--- config.mk ---
export PLATFORM = sky130hd
export DESIGN_NAME = load_store_unit_flat
export DESIGN_NICKNAME = d
export VERILOG_FILES = /design/src/rtl/lsu_pkg.sv /design/src/rtl/load_store_unit_if.sv /design/src/rtl/lsu_lane_align.sv /design/src/rtl/load_store_unit.sv /design/src/flat_wrapper.sv
export SDC_FILE = /design/constraint.sdc
export NUM_CORES = 1
export LEC_CHECK = 0
export BUFFER_PORTS_ARGS = -buffer_cell sky130_fd_sc_hd__buf_2
export CAP_MARGIN = 15
export CORE_ASPECT_RATIO = 1.1
export CORE_MARGIN = 4
export CORE_UTILIZATION = 49
export DETAILED_ROUTE_END_ITERATION = 10
export HOLD_SLACK_MARGIN = 0.06
export PLACE_DENSITY = 0.86
export SYNTH_ARGS = -nofsm -noshare
export SYNTH_HDL_FRONTEND = slang
export SYNTH_HIERARCHICAL = 1
export SYNTH_SLANG_ARGS = --single-unit
--- constraint.sdc ---
create_clock -name clk -period 2.2 [get_ports clk]
set_clock_uncertainty 0.2 [all_clocks]
set_input_delay 0.11 -clock clk [delete_from_list [all_inputs] [get_ports clk]]
set_output_delay 0.11 -clock clk [all_outputs]
set_load 0.05 [all_outputs]
--- src/rtl/lsu_pkg.sv ---
// Shared LSU definitions: access size encodings, FSM states, byte-lane masks.
// Pure declarations; no logic or timing of its own.
// Imported by the LSU top, its lane aligner and anything that decodes req_size.
package lsu_pkg;

    typedef enum logic [1:0] {
        SZ_BYTE = 2'b00,
        SZ_HALF = 2'b01,
        SZ_WORD = 2'b10,
        SZ_ILL  = 2'b11
    } size_e;

    typedef enum logic [1:0] {
        IDLE   = 2'd0,
        ACCESS = 2'd1,
        WAIT   = 2'd2,
        RESP   = 2'd3
    } state_e;

    localparam logic [3:0] LANE_BYTE    = 4'b0001;
    localparam logic [3:0] LANE_HALF_LO = 4'b0011;
    localparam logic [3:0] LANE_HALF_HI = 4'b1100;
    localparam logic [3:0] LANE_WORD    = 4'b1111;

    function automatic logic is_misaligned(input size_e size, input logic [1:0] addr_lo);
        case (size)
            SZ_BYTE: return 1'b0;
            SZ_HALF: return addr_lo[0];
            SZ_WORD: return addr_lo != 2'b00;
            default: return 1'b1;
        endcase
    endfunction

endpackage

--- src/rtl/load_store_unit_if.sv ---
// Core-side request/response and data-memory signals of the LSU.
// No logic or latency; slave = LSU view, master = core view, mem = memory view.
// Request/response use valid-ready; the memory port has no backpressure.
interface load_store_unit_if #(
    parameter int ADDR_W = 32
);
    logic              req_valid;
    logic              req_ready;
    logic              req_store;
    logic [1:0]        req_size;
    logic              req_unsigned;
    logic [ADDR_W-1:0] req_addr;
    logic [31:0]       req_wdata;
    logic              resp_valid;
    logic              resp_ready;
    logic [31:0]       resp_rdata;
    logic              resp_err;
    logic [3:0]        mem_we;
    logic [ADDR_W-1:0] mem_daddr;
    logic [31:0]       mem_indata;
    logic [31:0]       mem_outdata;

    modport slave (
        input  req_valid, req_store, req_size, req_unsigned, req_addr, req_wdata,
        input  resp_ready, mem_outdata,
        output req_ready, resp_valid, resp_rdata, resp_err,
        output mem_we, mem_daddr, mem_indata
    );

    modport master (
        output req_valid, req_store, req_size, req_unsigned, req_addr, req_wdata, resp_ready,
        input  req_ready, resp_valid, resp_rdata, resp_err
    );

    modport mem (
        input  mem_we, mem_daddr, mem_indata,
        output mem_outdata
    );

endinterface

--- src/rtl/lsu_lane_align.sv ---
// Store byte-lane mask/replication and load byte/half extraction with extension.
// Purely combinational, zero latency; no handshake.
// Expects naturally aligned addresses; misaligned ones are filtered upstream.
module lsu_lane_align
    import lsu_pkg::*;
(
    input  size_e       size,
    input  logic [1:0]  addr_lo,
    input  logic        is_unsigned,
    input  logic [31:0] wdata,
    input  logic [31:0] rdata,
    output logic [3:0]  we_mask,
    output logic [31:0] wdata_rep,
    output logic [31:0] rdata_ext
);

    logic [7:0]  byte_sel;
    logic [15:0] half_sel;

    assign half_sel = addr_lo[1] ? rdata[31:16] : rdata[15:0];

    always_comb begin
        byte_sel = rdata[7:0];
        case (addr_lo)
            2'd1:    byte_sel = rdata[15:8];
            2'd2:    byte_sel = rdata[23:16];
            2'd3:    byte_sel = rdata[31:24];
            default: byte_sel = rdata[7:0];
        endcase
    end

    always_comb begin
        we_mask   = LANE_WORD;
        wdata_rep = wdata;
        rdata_ext = rdata;
        case (size)
            SZ_BYTE: begin
                we_mask   = LANE_BYTE << addr_lo;
                wdata_rep = {4{wdata[7:0]}};
                rdata_ext = {{24{~is_unsigned & byte_sel[7]}}, byte_sel};
            end
            SZ_HALF: begin
                we_mask   = addr_lo[1] ? LANE_HALF_HI : LANE_HALF_LO;
                wdata_rep = {2{wdata[15:0]}};
                rdata_ext = {{16{~is_unsigned & half_sel[15]}}, half_sel};
            end
            default: ;
        endcase
    end

endmodule

--- src/rtl/load_store_unit.sv ---
// Single-outstanding load/store unit; LSU_MISALIGN_CHECK_EN enables misalign errors.
// Accept->resp_valid: load 3 cycles, store 2, error 1.
// req_ready only in IDLE; response held until resp_ready.
module load_store_unit
    import lsu_pkg::*;
#(
    parameter int ADDR_W = 32
) (
    input logic              clk,
    input logic              reset,
    load_store_unit_if.slave bus
);

    state_e            state_q, state_d;
    logic              store_q, store_d;
    size_e             size_q, size_d;
    logic              uns_q, uns_d;
    logic [ADDR_W-1:0] addr_q, addr_d;
    logic [31:0]       wdata_q, wdata_d;
    logic [31:0]       rdata_q, rdata_d;
    logic              err_q, err_d;

    logic              accept;
    logic              req_err;
    size_e             req_size_raw;
    size_e             req_size_eff;
    logic [ADDR_W-1:0] req_addr_eff;
    logic [3:0]        lane_we;
    logic [31:0]       lane_wdata;
    logic [31:0]       lane_rdata;

    assign req_size_raw = size_e'(bus.req_size);
    assign accept       = bus.req_valid && bus.req_ready;

    // Without the check, misalignment is resolved by rounding the address down.
    always_comb begin
        req_size_eff = req_size_raw;
        req_addr_eff = bus.req_addr;
        req_err      = 1'b0;
`ifdef LSU_MISALIGN_CHECK_EN
        req_err = is_misaligned(req_size_raw, bus.req_addr[1:0]);
`else
        if (req_size_raw == SZ_ILL) req_size_eff = SZ_WORD;
        if (req_size_eff == SZ_HALF) req_addr_eff[0] = 1'b0;
        if (req_size_eff == SZ_WORD) req_addr_eff[1:0] = 2'b00;
`endif
    end

    lsu_lane_align u_lane_align (
        .size        (size_q),
        .addr_lo     (addr_q[1:0]),
        .is_unsigned (uns_q),
        .wdata       (wdata_q),
        .rdata       (bus.mem_outdata),
        .we_mask     (lane_we),
        .wdata_rep   (lane_wdata),
        .rdata_ext   (lane_rdata)
    );

    always_ff @(posedge clk) begin
        if (reset) state_q <= IDLE;
        else       state_q <= state_d;
    end

    always_comb begin
        state_d = state_q;
        case (state_q)
            IDLE:    if (accept) state_d = req_err ? RESP : ACCESS;
            ACCESS:  state_d = store_q ? RESP : WAIT;
            WAIT:    state_d = RESP;
            RESP:    if (bus.resp_ready) state_d = IDLE;
            default: state_d = IDLE;
        endcase
    end

    always_comb begin
        bus.req_ready  = (state_q == IDLE);
        bus.resp_valid = (state_q == RESP);
        bus.mem_we     = (state_q == ACCESS && store_q) ? lane_we : 4'b0000;
    end

    // Request fields only move on accept, which keeps mem_daddr stable through RESP.
    always_comb begin
        store_d = store_q;
        size_d  = size_q;
        uns_d   = uns_q;
        addr_d  = addr_q;
        wdata_d = wdata_q;
        rdata_d = rdata_q;
        err_d   = err_q;
        if (accept) begin
            store_d = bus.req_store;
            size_d  = req_size_eff;
            uns_d   = bus.req_unsigned;
            addr_d  = req_addr_eff;
            wdata_d = bus.req_wdata;
            rdata_d = '0;
            err_d   = req_err;
        end
        if (state_q == WAIT) rdata_d = lane_rdata;
    end

    always_ff @(posedge clk) begin
        if (reset) begin
            store_q <= 1'b0;
            size_q  <= SZ_BYTE;
            uns_q   <= 1'b0;
            addr_q  <= '0;
            wdata_q <= '0;
            rdata_q <= '0;
            err_q   <= 1'b0;
        end else begin
            store_q <= store_d;
            size_q  <= size_d;
            uns_q   <= uns_d;
            addr_q  <= addr_d;
            wdata_q <= wdata_d;
            rdata_q <= rdata_d;
            err_q   <= err_d;
        end
    end

    assign bus.mem_daddr  = {addr_q[ADDR_W-1:2], 2'b00};
    assign bus.mem_indata = lane_wdata;
    assign bus.resp_rdata = rdata_q;
    assign bus.resp_err   = err_q;

endmodule
--- src/flat_wrapper.sv ---
// flat-port wrapper written by rule: the top's interface ports become plain ports
module load_store_unit_flat import lsu_pkg::*;
#(
    parameter int ADDR_W = 32
)
  (clk, reset, bus_req_valid, bus_req_store, bus_req_size, bus_req_unsigned, bus_req_addr, bus_req_wdata, bus_resp_ready, bus_mem_outdata, bus_req_ready, bus_resp_valid, bus_resp_rdata, bus_resp_err, bus_mem_we, bus_mem_daddr, bus_mem_indata);
  load_store_unit_if #(.ADDR_W(ADDR_W)) bus_i ();
  input logic clk;
  input logic reset;
  input wire logic [$bits(bus_i.req_valid)-1:0] bus_req_valid;
  input wire logic [$bits(bus_i.req_store)-1:0] bus_req_store;
  input wire logic [$bits(bus_i.req_size)-1:0] bus_req_size;
  input wire logic [$bits(bus_i.req_unsigned)-1:0] bus_req_unsigned;
  input wire logic [$bits(bus_i.req_addr)-1:0] bus_req_addr;
  input wire logic [$bits(bus_i.req_wdata)-1:0] bus_req_wdata;
  input wire logic [$bits(bus_i.resp_ready)-1:0] bus_resp_ready;
  input wire logic [$bits(bus_i.mem_outdata)-1:0] bus_mem_outdata;
  output wire logic [$bits(bus_i.req_ready)-1:0] bus_req_ready;
  output wire logic [$bits(bus_i.resp_valid)-1:0] bus_resp_valid;
  output wire logic [$bits(bus_i.resp_rdata)-1:0] bus_resp_rdata;
  output wire logic [$bits(bus_i.resp_err)-1:0] bus_resp_err;
  output wire logic [$bits(bus_i.mem_we)-1:0] bus_mem_we;
  output wire logic [$bits(bus_i.mem_daddr)-1:0] bus_mem_daddr;
  output wire logic [$bits(bus_i.mem_indata)-1:0] bus_mem_indata;
  assign bus_i.req_valid = bus_req_valid;
  assign bus_i.req_store = bus_req_store;
  assign bus_i.req_size = bus_req_size;
  assign bus_i.req_unsigned = bus_req_unsigned;
  assign bus_i.req_addr = bus_req_addr;
  assign bus_i.req_wdata = bus_req_wdata;
  assign bus_i.resp_ready = bus_resp_ready;
  assign bus_i.mem_outdata = bus_mem_outdata;
  assign bus_req_ready = bus_i.req_ready;
  assign bus_resp_valid = bus_i.resp_valid;
  assign bus_resp_rdata = bus_i.resp_rdata;
  assign bus_resp_err = bus_i.resp_err;
  assign bus_mem_we = bus_i.mem_we;
  assign bus_mem_daddr = bus_i.mem_daddr;
  assign bus_mem_indata = bus_i.mem_indata;
  load_store_unit #(.ADDR_W(ADDR_W)) u_core (.clk(clk), .reset(reset), .bus(bus_i));
endmodule
==> results.cfg <==
[run_status]
outcome = finished, final reports clean

[min_path]
hp-start = u_core/addr_q[10]
hp-class = register to register

[final_layout]
synthToLayoutAreaGrowth_pct = 41.8
layout.area.seq_mm2 = 0.00205
drive_gt1_frac = 0.273
fin_nets = 1035
fillers = 778
multiInputGateArea_mm2 = 0.00265
final_cell_mix = 214 x nand2_1, 202 x buf_2, 104 x dlygate4sd3_1
layout_commonest_cell = nand2_1

[route]
wl_um = 18200
detail-route-antenna-nets = 0
drc = 0
dr.pass1.iters = 5
vias_per_cell = 5.33
num_vias = 5734
drt_iter0_drc = 464
wl_per_cell_um = 16.9

[clocking]
root_buffer = clkbuf_16
cts_tree = built
clock_sinks = 102
insertion_delay_ps = 340
numCtsBuffers = 9
cts_max_level = 3
cts_buffer_depth = 2
clkSlewWorstSetupHoldPaths_ps = 70

[floorplanning]
die_w_um = 107
floorplan.rows = 39
coreArea_mm2 = 0.0104
io_pins = 207
fp.dieH_um = 117
start_util = 0.504
dieArea_mm2 = 0.0125

[pwr]
p_sw_frac = 0.460
powerDensity_mw_per_mm2 = 1110
pwr-share-clk = 0.213
combPwrFrac = 0.488
p_seq_frac = 0.299
p_sw_mw = 3.79
p_leak_nw = 3.28
peakVddDrop_mv = 0.630
p_int_mw = 4.46

[logic_synthesis]
seq_area_frac_synth = 0.388
synth-seq-cells = 102
synthDistinctLibCells = 38
syn_area_mm2 = 0.00526
yosysWarningCount = 6
syn-mean-instance-area_um2 = 7.67
synthCells = 686

[setup_path]
startpoint = u_core/addr_q[1]
start_kind = register
crit_fanout = 19
r2r_slack_ps = 140
worstRegToRegCells = 6
endpoint = bus_mem_we[0]
worstSetupPathType = register to output pin
cp_data_arrival_time_ps = 1800
worst_ep_required_time_ps = 1890
timing.rr.start = u_core/state_q[0]
worstReg2RegEnd = u_core/state_q[0]
endpoint_kind = output pin

[timing]
timing.fmax_mhz = 474
period_share = 0.959
tns_ps = 0
hold_viol = 0
timing.slew.headroom = 0.641
worst_slew_pin_slew_ps = 538
timing.hold.ws_ps = 252
maxSlewViolCount = 0
fin_ws_ps = 91.1
setup_violations = 0
rsz0062_at_grt = false
min_period_ps = 2110

[global_route]
grt_pass1_vias = 5681
grt_overflow = 0
grt_max_degree = 101
grt_pass1_wl_um = 28300
antenna_found_initial = 1
grt_use_total = 0.287

[place]
gp_congestion = 0.946
place_ws_ps = 249
dpl.hpwl_um = 10700
io_buffers = 203

[flow_run]
drv_cap = 0
-- routing by layer --
layer / track usage / wire length [um]
met5: 0 / 0
met4: 0.154 / 888
met1: 0.312 / 6520
met2: 0.521 / 9290
met3: 0.0669 / 1510
-- critical path: stages, from the launching register on --
cell	delay [ps]
dfxtp_2	420
buf_6	230
clkinvlp_4	150
a21oi_1	200
inv_1	60
and3_1	180
buf_2	210
-- stage by stage --
step                      cells  area (um^2)  utilization  power (mW)
after global routing       1075         7460        0.715        8.68
after floorplan             688         5270            -        5.59
after CTS                  1073         7440        0.713        8.17
after global placement      953         6060        0.581        6.22
final                      1075         7460        0.715        8.25
after detailed placement    953         6060        0.581        6.27
-- cell type report --
| cell class | instances | share of cell area |
|---|---|---|
| Sequential cell | 102 | 0.274 |
| Timing Repair Buffer | 323 | 0.298 |
| Tap cell | 143 | 0.0240 |
| Antenna cell | 1 | 0.000335 |
| Clock inverter | 6 | 0.0126 |
| Inverter | 6 | 0.00352 |
| Clock buffer | 10 | 0.0320 |
| Multi-Input combinational cell | 484 | 0.355 |
-- kinds of logic (layout without fill, tap and decap cells) --
kind of cell / Yosys count / in the layout / synth area share
compound gates: 163 / 163 / 0.177
fa+ha+maj: 5 / 5 / 0.0119
buf+inv: 102 / 345 / 0.112
flops: 102 / 102 / 0.388
mux: 31 / 31 / 0.0711
other cells: 1 / 4 / 0.000713
simple gates: 282 / 282 / 0.240
-- sequential cells by signal, indices dropped and copies added (netlist names) --
| signal | cells |
|---|---|
| u_core/addr_q | 32 |
| u_core/bus.resp_rdata | 32 |
| u_core/size_q | 2 |
| u_core/state_q | 2 |
| u_core/store_q | 1 |
| u_core/uns_q | 1 |
| u_core/wdata_q | 32 |
-- power by group through the flow --
stage                     logic (mW)  clock network [mW]  registers [mW]
after floorplan                 2.83                   0            2.76
after global placement          3.74                   0            2.48
after detailed placement        3.77                   0            2.50
after CTS                       3.94                1.78            2.46
after global routing            4.30                1.86            2.51
final                           4.03                1.76            2.47
-- synth_stat cells, drive strengths merged --
cell type	count	area, um^2
nand2	215	807
mux2	8	90.1
nand3	1	5.00
or3	1	6.26
o22a	4	35.0
o221ai	1	8.76
buf	70	467
nand2b	2	12.5
nor2b	13	81.3
a211o	1	8.76
a211oi	5	37.5
o21ai	26	130
inv	6	22.5
o22ai	4	25.0
a22o	8	70.1
ha	5	62.6
dfxtp	102	2040
o21bai	2	15.0
or3b	1	8.76
a22oi	1	7.51
a221o	7	70.1
nor2	8	30.0
conb	1	3.75
a21oi	103	515
nor3b	1	18.8
mux2i	19	190
nand3b	34	255
a21o	1	7.51
and3	4	25.0
mux4	4	93.8
and2	1	6.26
clkbuf	26	97.6
or2	1	6.26
-- repair_timing --
| action | 4_1_cts | 5_1_grt |
|---|---|---|
| hold buffers | 104 | 0 |
| endpoints found under the setup margin | 2 | 18 |
| cloned | 0 | 0 |
| resized for setup | 2 | 4 |
| endpoints found under the hold margin | 102 | 0 |
| setup buffers | 0 | 1 |
-- worst min-delay path by stage --
stage | end | cells past startpoint
final | u_core/addr_q[10] | 2
after global routing | u_core/addr_q[3] | 2
after CTS | u_core/addr_q[5] | 2
after global placement | u_core/addr_q[8] | 3
after floorplan | u_core/wdata_q[16] | 2
after detailed placement | u_core/wdata_q[10] | 3
Power figures use the tool's default switching activity.
